## src/rtl/text_pkg.sv

```systemverilog
// ---------------------------------------------------------------------------
// text_pkg
// Shared definitions for the text row buffer and the glyph ROM that consumes
// its char_out / glyph_x / glyph_y outputs.
//   CHAR_W_DEF   default character code width
//   GLYPH_W_DEF  default glyph cell width in pixels (power of two)
//   GLYPH_H_DEF  default glyph cell height in pixels
//   BLANK        blank character code (all ones) at the default width
//   row_state_t  write/clear controller states
//   in_range()   half-open interval test lo <= v < hi
// ---------------------------------------------------------------------------
package text_pkg;

    localparam int CHAR_W_DEF  = 6;
    localparam int GLYPH_W_DEF = 8;
    localparam int GLYPH_H_DEF = 10;

    localparam logic [CHAR_W_DEF-1:0] BLANK = '1;

    typedef enum logic {
        ST_IDLE  = 1'b0,
        ST_CLEAR = 1'b1
    } row_state_t;

    function automatic logic in_range(input int v, input int lo, input int hi);
        return (v >= lo) && (v < hi);
    endfunction

endpackage

```

## src/rtl/text_row_buf_if.sv

```systemverilog
// ---------------------------------------------------------------------------
// text_row_buf_if
// Write / clear bus of the text row buffer.
//   wr_valid, wr_ready   write handshake (accepted when both high)
//   wr_col, wr_char      target column and character code
//   clr_req, clr_busy    clear request pulse and clear-in-progress flag
//   wr_auto              (TEXT_ROW_BUF_CURSOR_EN only) write at the cursor
// Modports: master drives requests, slave (the buffer) answers.
// COLS / CHAR_W must match the text_row_buf instance.
// ---------------------------------------------------------------------------
interface text_row_buf_if #(
    parameter int COLS   = 32,
    parameter int CHAR_W = text_pkg::CHAR_W_DEF
);
    import text_pkg::*;

    localparam int COL_W = $clog2(COLS);

    logic              wr_valid;
    logic              wr_ready;
    logic [COL_W-1:0]  wr_col;
    logic [CHAR_W-1:0] wr_char;
    logic              clr_req;
    logic              clr_busy;
`ifdef TEXT_ROW_BUF_CURSOR_EN
    logic              wr_auto;
`endif

    modport master (
`ifdef TEXT_ROW_BUF_CURSOR_EN
        output wr_auto,
`endif
        output wr_valid,
        output wr_col,
        output wr_char,
        output clr_req,
        input  wr_ready,
        input  clr_busy
    );

    modport slave (
`ifdef TEXT_ROW_BUF_CURSOR_EN
        input  wr_auto,
`endif
        input  wr_valid,
        input  wr_col,
        input  wr_char,
        input  clr_req,
        output wr_ready,
        output clr_busy
    );

endinterface

```

## src/rtl/text_row_mem.sv

```systemverilog
// ---------------------------------------------------------------------------
// text_row_mem
// COLS x CHAR_W register array, one write port and one registered read port.
// A read and a write of the same column on one edge returns the old value.
// Cells carry no reset; the owner blanks them through the write port.
//   clk     clock
//   we      write enable
//   waddr   write column,  wdata  write data
//   raddr   read column,   rdata  registered read data
// ---------------------------------------------------------------------------
module text_row_mem
    import text_pkg::*;
#(
    parameter int COLS   = 32,
    parameter int CHAR_W = CHAR_W_DEF
) (
    input  logic                     clk,
    input  logic                     we,
    input  logic [$clog2(COLS)-1:0]  waddr,
    input  logic [CHAR_W-1:0]        wdata,
    input  logic [$clog2(COLS)-1:0]  raddr,
    output logic [CHAR_W-1:0]        rdata
);

    logic [CHAR_W-1:0] mem [COLS];

    always_ff @(posedge clk) begin
        if (we) begin
            mem[waddr] <= wdata;
        end
        rdata <= mem[raddr];
    end

endmodule

```

## src/rtl/text_row_buf.sv

```systemverilog
// ---------------------------------------------------------------------------
// text_row_buf
// One row of COLS character cells overlaid on the pixel raster. For every
// pixel it returns (one cycle later) the character under it and the pixel's
// offset inside the glyph cell; a write/clear bus updates the row.
// Leaving reset blanks the whole row over COLS cycles.
// Optional feature macro: TEXT_ROW_BUF_CURSOR_EN (auto-increment cursor,
// wr_auto on the bus and cursor_hit output).
//   clk, rst     pixel clock, synchronous active-high reset
//   bus          text_row_buf_if.slave write / clear bus
//   xcoor,ycoor  current pixel position
//   char_out     character at the pixel (BLANK outside the row)
//   glyph_x/y    pixel offset inside the cell (0 outside the row)
//   char_valid   pixel lies inside the row window
//   cursor_hit   (cursor build) displayed column equals the cursor
// ---------------------------------------------------------------------------
module text_row_buf
    import text_pkg::*;
#(
    parameter int COLS    = 32,
    parameter int CHAR_W  = CHAR_W_DEF,
    parameter int GLYPH_W = GLYPH_W_DEF,
    parameter int GLYPH_H = GLYPH_H_DEF,
    parameter int X_START = 0,
    parameter int Y_START = 100
) (
    input  logic              clk,
    input  logic              rst,
    text_row_buf_if.slave     bus,
    input  logic [9:0]        xcoor,
    input  logic [8:0]        ycoor,
    output logic [CHAR_W-1:0] char_out,
    output logic [2:0]        glyph_x,
    output logic [3:0]        glyph_y,
`ifdef TEXT_ROW_BUF_CURSOR_EN
    output logic              cursor_hit,
`endif
    output logic              char_valid
);

    localparam int COL_W = $clog2(COLS);
    localparam int X_END = X_START + COLS * GLYPH_W;
    localparam int Y_END = Y_START + GLYPH_H;

    // Blank code at this instance's width (the package constant is sized
    // for the default width only).
    localparam logic [CHAR_W-1:0] BLANK_C = '1;

    row_state_t        state_q, state_d;
    logic [COL_W-1:0]  clr_cnt_q, clr_cnt_d;
    logic              wr_accept;
    logic [COL_W-1:0]  wr_addr;

    logic              mem_we;
    logic [COL_W-1:0]  mem_waddr;
    logic [CHAR_W-1:0] mem_wdata;

    int                x_i, y_i;
    logic              in_win;
    logic [COL_W-1:0]  col_c;
    logic [2:0]        gx_c;
    logic [3:0]        gy_c;

    logic              vld_p1;
    logic [2:0]        gx_p1;
    logic [3:0]        gy_p1;
    logic [CHAR_W-1:0] char_p1;

    // Writes are only taken in IDLE and never while reset is held, so the
    // restarted clear never races a stale write.
    assign wr_accept = (state_q == ST_IDLE) && !rst && bus.wr_valid;

`ifdef TEXT_ROW_BUF_CURSOR_EN
    logic [COL_W-1:0] cursor_q;
    logic             hit_p1;

    assign wr_addr = bus.wr_auto ? cursor_q : bus.wr_col;

    // Cursor wraps naturally because COLS is a power of two.
    always_ff @(posedge clk) begin
        if (rst) begin
            cursor_q <= '0;
        end else if (state_q == ST_CLEAR) begin
            cursor_q <= '0;
        end else if (wr_accept && bus.wr_auto) begin
            cursor_q <= cursor_q + 1'b1;
        end
    end
`else
    assign wr_addr = bus.wr_col;
`endif

    // ---------------- write / clear controller ----------------
    always_ff @(posedge clk) begin
        if (rst) begin
            state_q   <= ST_CLEAR;
            clr_cnt_q <= '0;
        end else begin
            state_q   <= state_d;
            clr_cnt_q <= clr_cnt_d;
        end
    end

    always_comb begin
        state_d      = state_q;
        clr_cnt_d    = clr_cnt_q;
        mem_we       = 1'b0;
        mem_waddr    = wr_addr;
        mem_wdata    = bus.wr_char;
        bus.wr_ready = 1'b0;
        bus.clr_busy = 1'b0;
        case (state_q)
            ST_IDLE: begin
                bus.wr_ready = !rst;
                mem_we       = wr_accept;
                // A write in the same cycle lands before the clear begins.
                if (bus.clr_req) begin
                    state_d   = ST_CLEAR;
                    clr_cnt_d = '0;
                end
            end
            ST_CLEAR: begin
                bus.clr_busy = 1'b1;
                mem_we       = !rst;
                mem_waddr    = clr_cnt_q;
                mem_wdata    = BLANK_C;
                clr_cnt_d    = clr_cnt_q + 1'b1;
                if (clr_cnt_q == COL_W'(COLS - 1)) begin
                    state_d = ST_IDLE;
                end
            end
            default: begin
                state_d = ST_CLEAR;
            end
        endcase
    end

    // ---------------- stage p0: window decode ----------------
    always_comb begin
        x_i    = int'(xcoor);
        y_i    = int'(ycoor);
        in_win = in_range(x_i, X_START, X_END) && in_range(y_i, Y_START, Y_END);
        col_c  = '0;
        gx_c   = '0;
        gy_c   = '0;
        if (in_win) begin
            col_c = COL_W'((x_i - X_START) / GLYPH_W);
            gx_c  = 3'((x_i - X_START) % GLYPH_W);
            gy_c  = 4'(y_i - Y_START);
        end
    end

    text_row_mem #(
        .COLS   (COLS),
        .CHAR_W (CHAR_W)
    ) u_mem (
        .clk   (clk),
        .we    (mem_we),
        .waddr (mem_waddr),
        .wdata (mem_wdata),
        .raddr (col_c),
        .rdata (char_p1)
    );

    // ---------------- stage p1: registered pixel outputs ----------------
    always_ff @(posedge clk) begin
        if (rst) begin
            vld_p1 <= 1'b0;
            gx_p1  <= '0;
            gy_p1  <= '0;
        end else begin
            vld_p1 <= in_win;
            gx_p1  <= gx_c;
            gy_p1  <= gy_c;
        end
    end

`ifdef TEXT_ROW_BUF_CURSOR_EN
    always_ff @(posedge clk) begin
        if (rst) begin
            hit_p1 <= 1'b0;
        end else begin
            hit_p1 <= in_win && (col_c == cursor_q);
        end
    end

    assign cursor_hit = hit_p1;
`endif

    // Memory read data is not reset; masking with vld_p1 yields BLANK both
    // outside the window and straight out of reset.
    assign char_out   = vld_p1 ? char_p1 : BLANK_C;
    assign glyph_x    = gx_p1;
    assign glyph_y    = gy_p1;
    assign char_valid = vld_p1;

endmodule

```

## src/flat_wrapper.sv

```systemverilog
// flat-port wrapper written by rule: the top's interface ports become plain ports
module text_row_buf_flat import text_pkg::*;
#(
    parameter int COLS    = 32,
    parameter int CHAR_W  = CHAR_W_DEF,
    parameter int GLYPH_W = GLYPH_W_DEF,
    parameter int GLYPH_H = GLYPH_H_DEF,
    parameter int X_START = 0,
    parameter int Y_START = 100
)
  (clk, rst, xcoor, ycoor, char_out, glyph_x, glyph_y, char_valid, bus_wr_valid, bus_wr_col, bus_wr_char, bus_clr_req, bus_wr_ready, bus_clr_busy);
  text_row_buf_if #(.COLS(COLS), .CHAR_W(CHAR_W)) bus_i ();
  input  logic clk;
  input  logic rst;
  input  logic [9:0] xcoor;
  input  logic [8:0] ycoor;
  output logic [CHAR_W-1:0] char_out;
  output logic [2:0] glyph_x;
  output logic [3:0] glyph_y;
  output logic char_valid;
  input wire logic [$bits(bus_i.wr_valid)-1:0] bus_wr_valid;
  input wire logic [$bits(bus_i.wr_col)-1:0] bus_wr_col;
  input wire logic [$bits(bus_i.wr_char)-1:0] bus_wr_char;
  input wire logic [$bits(bus_i.clr_req)-1:0] bus_clr_req;
  output wire logic [$bits(bus_i.wr_ready)-1:0] bus_wr_ready;
  output wire logic [$bits(bus_i.clr_busy)-1:0] bus_clr_busy;
  assign bus_i.wr_valid = bus_wr_valid;
  assign bus_i.wr_col = bus_wr_col;
  assign bus_i.wr_char = bus_wr_char;
  assign bus_i.clr_req = bus_clr_req;
  assign bus_wr_ready = bus_i.wr_ready;
  assign bus_clr_busy = bus_i.clr_busy;
  text_row_buf #(.COLS(COLS), .CHAR_W(CHAR_W), .GLYPH_W(GLYPH_W), .GLYPH_H(GLYPH_H), .X_START(X_START), .Y_START(Y_START)) u_core (.clk(clk), .rst(rst), .bus(bus_i), .xcoor(xcoor), .ycoor(ycoor), .char_out(char_out), .glyph_x(glyph_x), .glyph_y(glyph_y), .char_valid(char_valid));
endmodule
```

## config.mk

```make
export PLATFORM = sky130hd
export DESIGN_NAME = text_row_buf_flat
export DESIGN_NICKNAME = d
export VERILOG_FILES = /design/src/rtl/text_pkg.sv /design/src/rtl/text_row_buf_if.sv /design/src/rtl/text_row_mem.sv /design/src/rtl/text_row_buf.sv /design/src/flat_wrapper.sv
export SDC_FILE = /design/constraint.sdc
export NUM_CORES = 1
export LEC_CHECK = 0
export CORE_MARGIN = 4
export CORE_UTILIZATION = 45
export CTS_BUF_LIST = sky130_fd_sc_hd__clkbuf_4 sky130_fd_sc_hd__clkbuf_8
export DETAILED_ROUTE_END_ITERATION = 12
export SLEW_MARGIN = 10
export SYNTH_ARGS = -nofsm -noshare
export SYNTH_HDL_FRONTEND = slang
export SYNTH_SLANG_ARGS = --single-unit
```

## constraint.sdc

```tcl
create_clock -name clk -period 6.8 [get_ports clk]
set_input_delay 1.36 -clock clk [delete_from_list [all_inputs] [get_ports clk]]
set_output_delay 1.36 -clock clk [all_outputs]
set_load 0.005 [all_outputs]
```

==> results_dict.tcl, run 1 <==
set metrics [dict create \
    path_class "in2reg" \
    fillers 1624 \
    finish.utilization_pct 53.8 \
    antenna_found_initial 0 \
    postSynthNetCount 624 \
    cp-end-kind "flop" \
    rsz0062_at_grt "false" \
    slowest_delay_ns 0.96 \
    cts_buffer_depth 3 \
    numPortBuffers 49 \
    cp_max_fo 24 \
    cts_tree "built" \
    die-area_um2 21700 \
    internal-power_uw 2040 \
    synth_warnings 0 \
    yosys.area.top_type "edfxtp_1" \
    power_density_nw_per_um2 256 \
    ff2ff_path_depth 4 \
    h-tree-depth 2 \
    diodes 0 \
    reg2reg_from "u_core.state_q" \
    ir_worst_vdd_v 0.000156 \
    period_minus_slack_ns 4.13 \
    drt_wl_total_um 20700 \
    r2r_slack_ns 4.07 \
    yosysUniqueCellTypes 59 \
    cts_made_buffers 36 \
    slew-limit-headroom_pct 24.7 \
    tightest_slew_ns 1.13 \
    startpoint_type "input port" \
    placed_cells 871 \
    p_sw_share_pct 21.3 \
    routedWlPerCell_um 22.2 \
    drive_gt1_share_pct 16.9 \
    postSynthCellCount 587 \
    slowest_stage "a311oi_4" \
    outcome "complete, no violations" \
    fin_skew_ns 0.0142 \
    postCtsSetupRepairBufs 0 \
    grt_max_degree 45 \
    drc_errors 0 \
    pwr-share-clk_pct 41.3 \
    grt-ovfl-total 0 \
    ys_seq_elements 212 \
    netlist.area_leader.share_pct 65.9 \
    ant_nets 0 \
    final-hold-violation-count 0 \
    crit_end "u_core.u_mem.rdata[5]" \
    syn2layout_area_growth_pct 16.0 \
    die_h_um 147 \
    synth_ff_type "edfxtp_1" \
    grt_pass1_wl_um 31300 \
    pwr-share-comb_pct 4.4 \
    row_count 50 \
    rr_endpoint "u_core.u_mem.mem[12][2]" \
    setup_viol 0 \
    crit_start "ycoor[2]" \
    netlist_top_cells_count "192 x edfxtp_1, 64 x nor2_1, 35 x nand2_1, 26 x a21oi_1, 21 x mux2_2" \
    p_sw_uw 554 \
    synth_area_um2 8750 \
    synth-async-reset-ratio_pct 0 \
    cap_violations 0 \
    dpl.hpwl_um 13100 \
    track_usage_pct 19.0 \
    cts_hold_buf 0 \
    crit_buf_inv 1 \
    crit_arrival_ns 4.52 \
    slew_violations 0 \
    setup_tns_ns 0 \
    grt_pass1_vias 5428 \
    required_ns 7.19 \
    num_vias 5328 \
    drt-initial-drc-count 406 \
    cts_resized 0 \
    synthTopCellsByArea "edfxtp_1 66%, dfxtp_1 4.6%, mux4_2 4.4%" \
    timing.hold.ws_ns 0.560 \
    cts_root_buffer "clkbuf_8" \
    dr.pass1.iters 5 \
    cp.depth 8 \
    clk_latency_ns 0.51 \
    start_util_pct 46.3 \
    routed_via_density 5.69 \
    avgSynthCellArea_um2 14.9 \
    cp_top_family "compound AO/OA/AOI/OAI gates" \
    yosysMostFrequentCell "edfxtp_1" \
    stdcell_count 936 \
    yosysSeqAreaShare_pct 70.4 \
    total_leakage_power_uw 0.00317 \
    hold_class "reg2reg" \
    fin_crit_sh_pct 60.8 \
    ios 50 \
    fmax_mhz 242 \
    sequentialPowerShare_pct 54.2 \
    finalPower_uw 2600 \
    cts.clk_slew.worst_paths_ns 0.06 \
    gp_congestion 0.890 \
    clock-sinks 212 \
    fin_nets 686 \
    synth_edf_count 192 \
    core_um2 18900 \
    dieWidth_um 147 \
    path_cells "clkdlybuf4s50_1, ha_1, or3b_4, a311oi_4, nand2_2, mux2_1, o311a_1, o31a_1" \
]
-- area by class of cell --
cell class | instances | area [um2] | share of cell area, %
clock buffer | 49 | 618 | 6.09
clock inverter | 16 | 71.3 | 0.702
inverter | 8 | 30.0 | 0.296
multi-input combinational | 338 | 2430 | 24.0
sequential | 212 | 6170 | 60.7
tap | 260 | 325 | 3.20
timing repair buffer | 53 | 510 | 5.03
-- worst register-to-register path, cell delays in order (launching register included) --
cell     delay, ns
dfxtp_1       0.91
inv_1         0.21
o21ai_0       0.27
nand2_1       0.35
nor2_1        0.63
-- how the worst min path moves through the flow --
| stage | start | to | slack [ns] | cells after the start |
|---|---|---|---|---|
| after floorplan | u_core.clr_cnt_q[2] | u_core.clr_cnt_q[2] | 0.50 | 2 |
| after global placement | u_core.clr_cnt_q[2] | u_core.clr_cnt_q[2] | 0.53 | 2 |
| after detailed placement | u_core.clr_cnt_q[2] | u_core.clr_cnt_q[2] | 0.54 | 2 |
| after CTS | u_core.clr_cnt_q[2] | u_core.clr_cnt_q[2] | 0.55 | 2 |
| after global routing | u_core.clr_cnt_q[2] | u_core.clr_cnt_q[2] | 0.59 | 2 |
| final | u_core.clr_cnt_q[2] | u_core.clr_cnt_q[2] | 0.56 | 2 |
-- metal layers --
layer	up-vias	share of wire (%)	GRT usage, %	wire length [um]
li1	2418	-	-	-
met1	2668	42	25.4	8720
met2	203	48	31.2	10000
met3	39	7.1	3.80	1470
met4	0	2.6	6.76	529
met5	-	0	0	0
-- power groups by stage --
stage	Combinational (uW)	Clock (uW)	Sequential [uW]
after floorplan	67.1	0	1430
after global placement	113	0	1430
after detailed placement	115	0	1430
after CTS	115	1100	1410
after global routing	124	1170	1410
final	115	1070	1410
-- layout by cell type, fill, tap and decap left out, drive strengths merged, types with 5 or more instances in the layout --
cell type	Yosys	routed
a22oi	15	15
clkbuf	17	49
or2	8	8
dfxtp	20	20
and2	7	7
mux2	22	22
clkinv	0	14
and3	5	5
nor3b	5	5
o21ai	17	17
nor3	6	6
inv	8	8
mux4	17	17
nand2	36	36
a211oi	7	7
nor2b	6	6
nand3	11	11
o31ai	8	8
nand2b	7	7
buf	12	6
edfxtp	192	192
a21oi	26	26
nor2	65	65
mux2i	15	15
clkdlybuf4s50	0	47
-- kinds of logic after synthesis --
logic type,after synthesis,share of synthesized area (%)
flip-flops,212,70.4
buffers and inverters,37,1.74
XOR/XNOR,2,0.200
AND/OR/NAND/NOR,165,9.01
adder cells (fa/ha/maj),3,0.429
multiplexers,54,8.92
AO/OA/AOI/OAI,114,9.26
-- flip-flops by register name, summed over array words and instances (netlist names) --
name,cells
u_core.char_valid,1
u_core.clr_cnt_q,5
u_core.glyph_x,3
u_core.glyph_y,4
u_core.state_q,1
u_core.u_mem.mem,192
u_core.u_mem.rdata,6
-- stage by stage --
step	worst slack [ns]	instance area (um2)
floorplan	3.51	8750
global placement	2.27	9470
finish	2.67	10200
detailed placement	2.19	9470
CTS	2.70	10200
global route	2.58	10200
Note: power is estimated with default switching activity, not from simulation.
==> inputs of run 2 (changes only) <==
--- a/config.mk
+++ b/config.mk
@@ -9,6 +9,7 @@
 export CORE_UTILIZATION = 45
 export CTS_BUF_LIST = sky130_fd_sc_hd__clkbuf_4 sky130_fd_sc_hd__clkbuf_8
 export DETAILED_ROUTE_END_ITERATION = 12
+export PLACE_DENSITY = 0.65
 export SLEW_MARGIN = 10
 export SYNTH_ARGS = -nofsm -noshare
 export SYNTH_HDL_FRONTEND = slang
==> constraint.sdc (replaced) <==
create_clock -name clk -period 3.3 [get_ports clk]
set_input_delay 0.66 -clock clk [delete_from_list [all_inputs] [get_ports clk]]
set_output_delay 0.66 -clock clk [all_outputs]
set_load 0.005 [all_outputs]
==> results_dict.tcl, run 2 (same netlist as run 1, synthesis figures left out) <==
set metrics [dict create \
    outcome "complete, no violations" \
    cts_buffer_depth 3 \
    gp_congestion 0.885 \
    finish.utilization_pct 55.0 \
    slowest_stage "clkdlybuf4s50_1" \
    fin_area_um2 10400 \
    row_count 50 \
    crit_arrival_ns 3.19 \
    grt_max_degree 40 \
    setup_viol 0 \
    r2r_slack_ns 1.08 \
    drc_errors 0 \
    layout_common_cells "192 x edfxtp_1, 64 x nor2_1, 47 x clkdlybuf4s50_1, 37 x clkbuf_8, 35 x nand2_1" \
    required_ns 3.72 \
    dieWidth_um 147 \
    tightest_slew_ns 0.794 \
    dpl.hpwl_um 13500 \
    fmax_mhz 361 \
    routedWlPerCell_um 21.6 \
    die-area_um2 21700 \
    fillers 1554 \
    setup_tns_ns 0 \
    grt_pass1_vias 5592 \
    h-tree-depth 2 \
    rsz0062_at_grt "false" \
    fin_crit_sh_pct 84.0 \
    grt_pass1_wl_um 32100 \
    power_density_nw_per_um2 511 \
    drt_wl_total_um 20800 \
    cap_violations 0 \
    drt-initial-drc-count 561 \
    slew-limit-headroom_pct 46.6 \
    num_vias 5446 \
    hold_class "reg2reg" \
    fin_skew_ns 0.0178 \
    layout_commonest_cell "edfxtp_1" \
    path_cells "clkdlybuf4s50_1, ha_1, or3b_4, a311oi_4, buf_4, and3_1, o31ai_1, or3_1, a22oi_1" \
    cp-end-kind "flop" \
    dr.pass1.iters 8 \
    diodes 0 \
    multi_input_area_um2 2430 \
    ant_nets 0 \
    cts_hold_buf 0 \
    top_regs "u_core.u_mem.mem: 192 flops, u_core.u_mem.rdata: 6 flops, u_core.clr_cnt_q: 5 flops" \
    syn2layout_area_growth_pct 18.6 \
    core_um2 18900 \
    startpoint_type "input port" \
    antenna_found_initial 0 \
    cts.clk_slew.worst_paths_ns 0.06 \
    cts_made_buffers 36 \
    cts_resized 0 \
    cp_max_fo 10 \
    final-hold-violation-count 0 \
    largest-register "u_core.u_mem.mem" \
    cts_tree "built" \
    start_util_pct 46.3 \
    numPortBuffers 49 \
    slew_violations 0 \
    path_class "in2reg" \
    die_h_um 147 \
    slowest_delay_ns 0.49 \
    total_leakage_power_uw 0.00333 \
    clk_latency_ns 0.51 \
    cts_root_buffer "clkbuf_8" \
    period_minus_slack_ns 2.77 \
    clock-sinks 212 \
    grt-ovfl-total 0 \
    drive_gt1_share_pct 20.1 \
    register_area_um2 6170 \
    postCtsSetupRepairBufs 0 \
    fin_nets 716 \
    routed_via_density 5.66 \
    largest_reg_flops 192 \
    ir_worst_vdd_v 0.000315 \
    track_usage_pct 19.4 \
    dpl-instance-area_um2 9730 \
    ios 50 \
]
run 2: changes by cell type in the layout (fill, tap and decap cells not counted), sizes merged:
cell,delta
clkinv,-3
clkinvlp,-2
buf,+30
clkbuf,+2
run 2: worst paths after layout:
check                 startpoint                      end  cells past startpoint
min          u_core.clr_cnt_q[2]      u_core.clr_cnt_q[2]                      2
max                     ycoor[2]    u_core.u_mem.rdata[3]                      9
min reg2reg  u_core.clr_cnt_q[2]      u_core.clr_cnt_q[2]                      2
max reg2reg       u_core.state_q  u_core.u_mem.mem[20][4]                      4
run 2: worst max-delay path, delay by kind of cell:
| family | cells | cell delay [ns] |
|---|---|---|
| simple gates | 3 | 0.97 |
| buf+inv | 2 | 0.74 |
| compound gates | 3 | 0.67 |
| fa+ha+maj | 1 | 0.14 |
run 2: area by class of cell:
class	count	share of cell area (%)
Sequential cell	212	59.4
Multi-Input combinational cell	338	23.4
Timing Repair Buffer	83	7.45
Clock buffer	51	5.92
Tap cell	260	3.13
Clock inverter	11	0.398
Inverter	8	0.289
run 2: per-stage QoR:
step           std cells  total power [uW]  worst slack [ns]  hold slack (ns)
6_report             963              5310             0.529            0.534
3_3_place_gp         901              3200            0.0453            0.529
3_5_place_dp         901              3200            0.0341            0.524
2_1_floorplan        587              3090             0.709            0.497
5_1_grt              963              5510             0.348            0.602
4_1_cts              963              5360             0.549            0.536
run 2: routing by layer:
metal / routed length (um) / vias to the layer above / track usage [%]
li1: - / 2475 / -
met1: 8510 / 2670 / 24.9
met2: 10000 / 242 / 31.6
met3: 1510 / 59 / 4.75
met4: 775 / 0 / 8.39
met5: 0 / - / 0
run 2: power breakdown:
group | switching, uW | internal [uW] | total, uW
logic | 139 | 107 | 246
clock network | 969 | 1190 | 2160
registers | 5.26 | 2900 | 2900
==> inputs of run 3 (changes only) <==
--- a/config.mk
+++ b/config.mk
@@ -9,7 +9,6 @@
 export CORE_UTILIZATION = 45
 export CTS_BUF_LIST = sky130_fd_sc_hd__clkbuf_4 sky130_fd_sc_hd__clkbuf_8
 export DETAILED_ROUTE_END_ITERATION = 12
-export PLACE_DENSITY = 0.65
 export SLEW_MARGIN = 10
 export SYNTH_ARGS = -nofsm -noshare
 export SYNTH_HDL_FRONTEND = slang
==> constraint.sdc (replaced) <==
create_clock -name clk -period 2.8 [get_ports clk]
set_input_delay 0.56 -clock clk [delete_from_list [all_inputs] [get_ports clk]]
set_output_delay 0.56 -clock clk [all_outputs]
set_load 0.005 [all_outputs]
==> results_dict.tcl, run 3 (same netlist as run 1, synthesis figures left out) <==
set metrics [dict create \
    rr_endpoint "u_core.u_mem.mem[7][1]" \
    antenna_found_initial 0 \
    cp_max_fo 4 \
    r2r_slack_ns 0.68 \
    die_h_um 147 \
    drt-initial-drc-count 400 \
    cts_hold_buf 0 \
    diodes 0 \
    fin_crit_sh_pct 92.0 \
    cp-end-kind "flop" \
    whs_endpoint "u_core.clr_cnt_q[2]" \
    power_density_nw_per_um2 599 \
    total_leakage_power_uw 0.00353 \
    hold_class "reg2reg" \
    dpl.hpwl_um 13900 \
    fmax_mhz 388 \
    core_um2 18900 \
    start_util_pct 46.3 \
    cts.clk_slew.worst_paths_ns 0.06 \
    dr.pass1.iters 5 \
    setup_viol 0 \
    grt_pass1_wl_um 32800 \
    track_usage_pct 19.8 \
    numPortBuffers 49 \
    drt_wl_total_um 21400 \
    fillers 1570 \
    final-hold-violation-count 0 \
    cts_made_buffers 36 \
    layout_commonest_cell "edfxtp_1" \
    cap_violations 0 \
    period_minus_slack_ns 2.58 \
    timing.hold.ws_ns 0.543 \
    cts_buffer_depth 3 \
    crit_arrival_ns 2.98 \
    largest-register "u_core.u_mem.mem" \
    gp_congestion 0.875 \
    min_from "u_core.clr_cnt_q[2]" \
    cts_root_buffer "clkbuf_8" \
    clk_latency_ns 0.51 \
    cts_resized 0 \
    top_regs "u_core.u_mem.mem: 192 flops, u_core.u_mem.rdata: 6 flops, u_core.clr_cnt_q: 5 flops" \
    finalPower_uw 6400 \
    largest_reg_flops 192 \
    placed_cells 934 \
    syn2layout_area_growth_pct 22.1 \
    cts_tree "built" \
    ff2ff_path_depth 6 \
    path_class "in2reg" \
    rsz0062_at_grt "false" \
    outcome "complete, no violations" \
    grt_max_degree 40 \
    layout_common_cells "192 x edfxtp_1, 64 x nor2_1, 63 x buf_4, 47 x clkdlybuf4s50_1, 39 x clkbuf_8" \
    routed_via_density 5.56 \
    fin_skew_ns 0.0123 \
    row_count 50 \
    ios 50 \
    drc_errors 0 \
    required_ns 3.20 \
    grt_pass1_vias 5701 \
    slew-limit-headroom_pct 49.3 \
    num_vias 5532 \
    routedWlPerCell_um 21.5 \
    setup_tns_ns 0 \
    startpoint_type "input port" \
    ant_nets 0 \
    h-tree-depth 2 \
    grt-ovfl-total 0 \
    postCtsSetupRepairBufs 0 \
    min_path_cells 2 \
    stdcell_count 995 \
    die-area_um2 21700 \
    slew_violations 0 \
    clock-sinks 212 \
    drive_gt1_share_pct 24.2 \
    tightest_slew_ns 0.761 \
    fin_nets 749 \
    reg2reg_from "u_core.state_q" \
    ir_worst_vdd_v 0.000394 \
    dieWidth_um 147 \
]
## run 3: metrics by stage
step	setup WS (ns)	cell area (um2)	util (%)
finish	0.223	10700	56.6
global route	0.0975	10700	56.6
CTS	0.241	10700	56.6
detailed placement	-0.297	9990	52.9
global placement	-0.269	9990	52.9
floorplan	0.309	8750	-
## run 3: worst max-delay path, cell delays in order
cell,delay (ns)
clkdlybuf4s50_1,0.49
ha_1,0.14
or3b_4,0.40
a311oi_4,0.26
buf_4,0.19
nand2_2,0.09
mux2_1,0.32
o311a_1,0.29
o31a_1,0.23
## run 3: layout make-up
type	count	area, um2	share of cell area [%]
Clock buffer	50	619	5.80
Clock inverter	11	76.3	0.714
Inverter	8	30.0	0.281
Multi-Input combinational cell	338	2430	22.8
Sequential cell	212	6170	57.7
Tap cell	260	325	3.04
Timing Repair Buffer	116	1030	9.67
## run 3: power breakdown
group / switching [uW] / internal [uW]
Clock: 1160 / 1520
Sequential: 6.35 / 3410
Combinational: 168 / 138
## run 3: worst max-delay path by stage
stage,from,to,slack (ns),cells past startpoint
2_1_floorplan,ycoor[3],u_core.u_mem.rdata[5],0.31,8
3_3_place_gp,ycoor[2],u_core.u_mem.rdata[5],-0.27,9
3_5_place_dp,ycoor[2],u_core.u_mem.rdata[5],-0.30,9
4_1_cts,ycoor[2],u_core.u_mem.rdata[5],0.24,9
5_1_grt,ycoor[2],u_core.u_mem.rdata[3],0.1,10
6_report,ycoor[2],u_core.u_mem.rdata[5],0.22,9
## run 3: layer usage
metal / routed length (um) / global-route usage (%)
met4: 473 / 6.15
met3: 1330 / 4.14
met5: 0 / 0
met1: 8940 / 25.8
met2: 10600 / 33.5
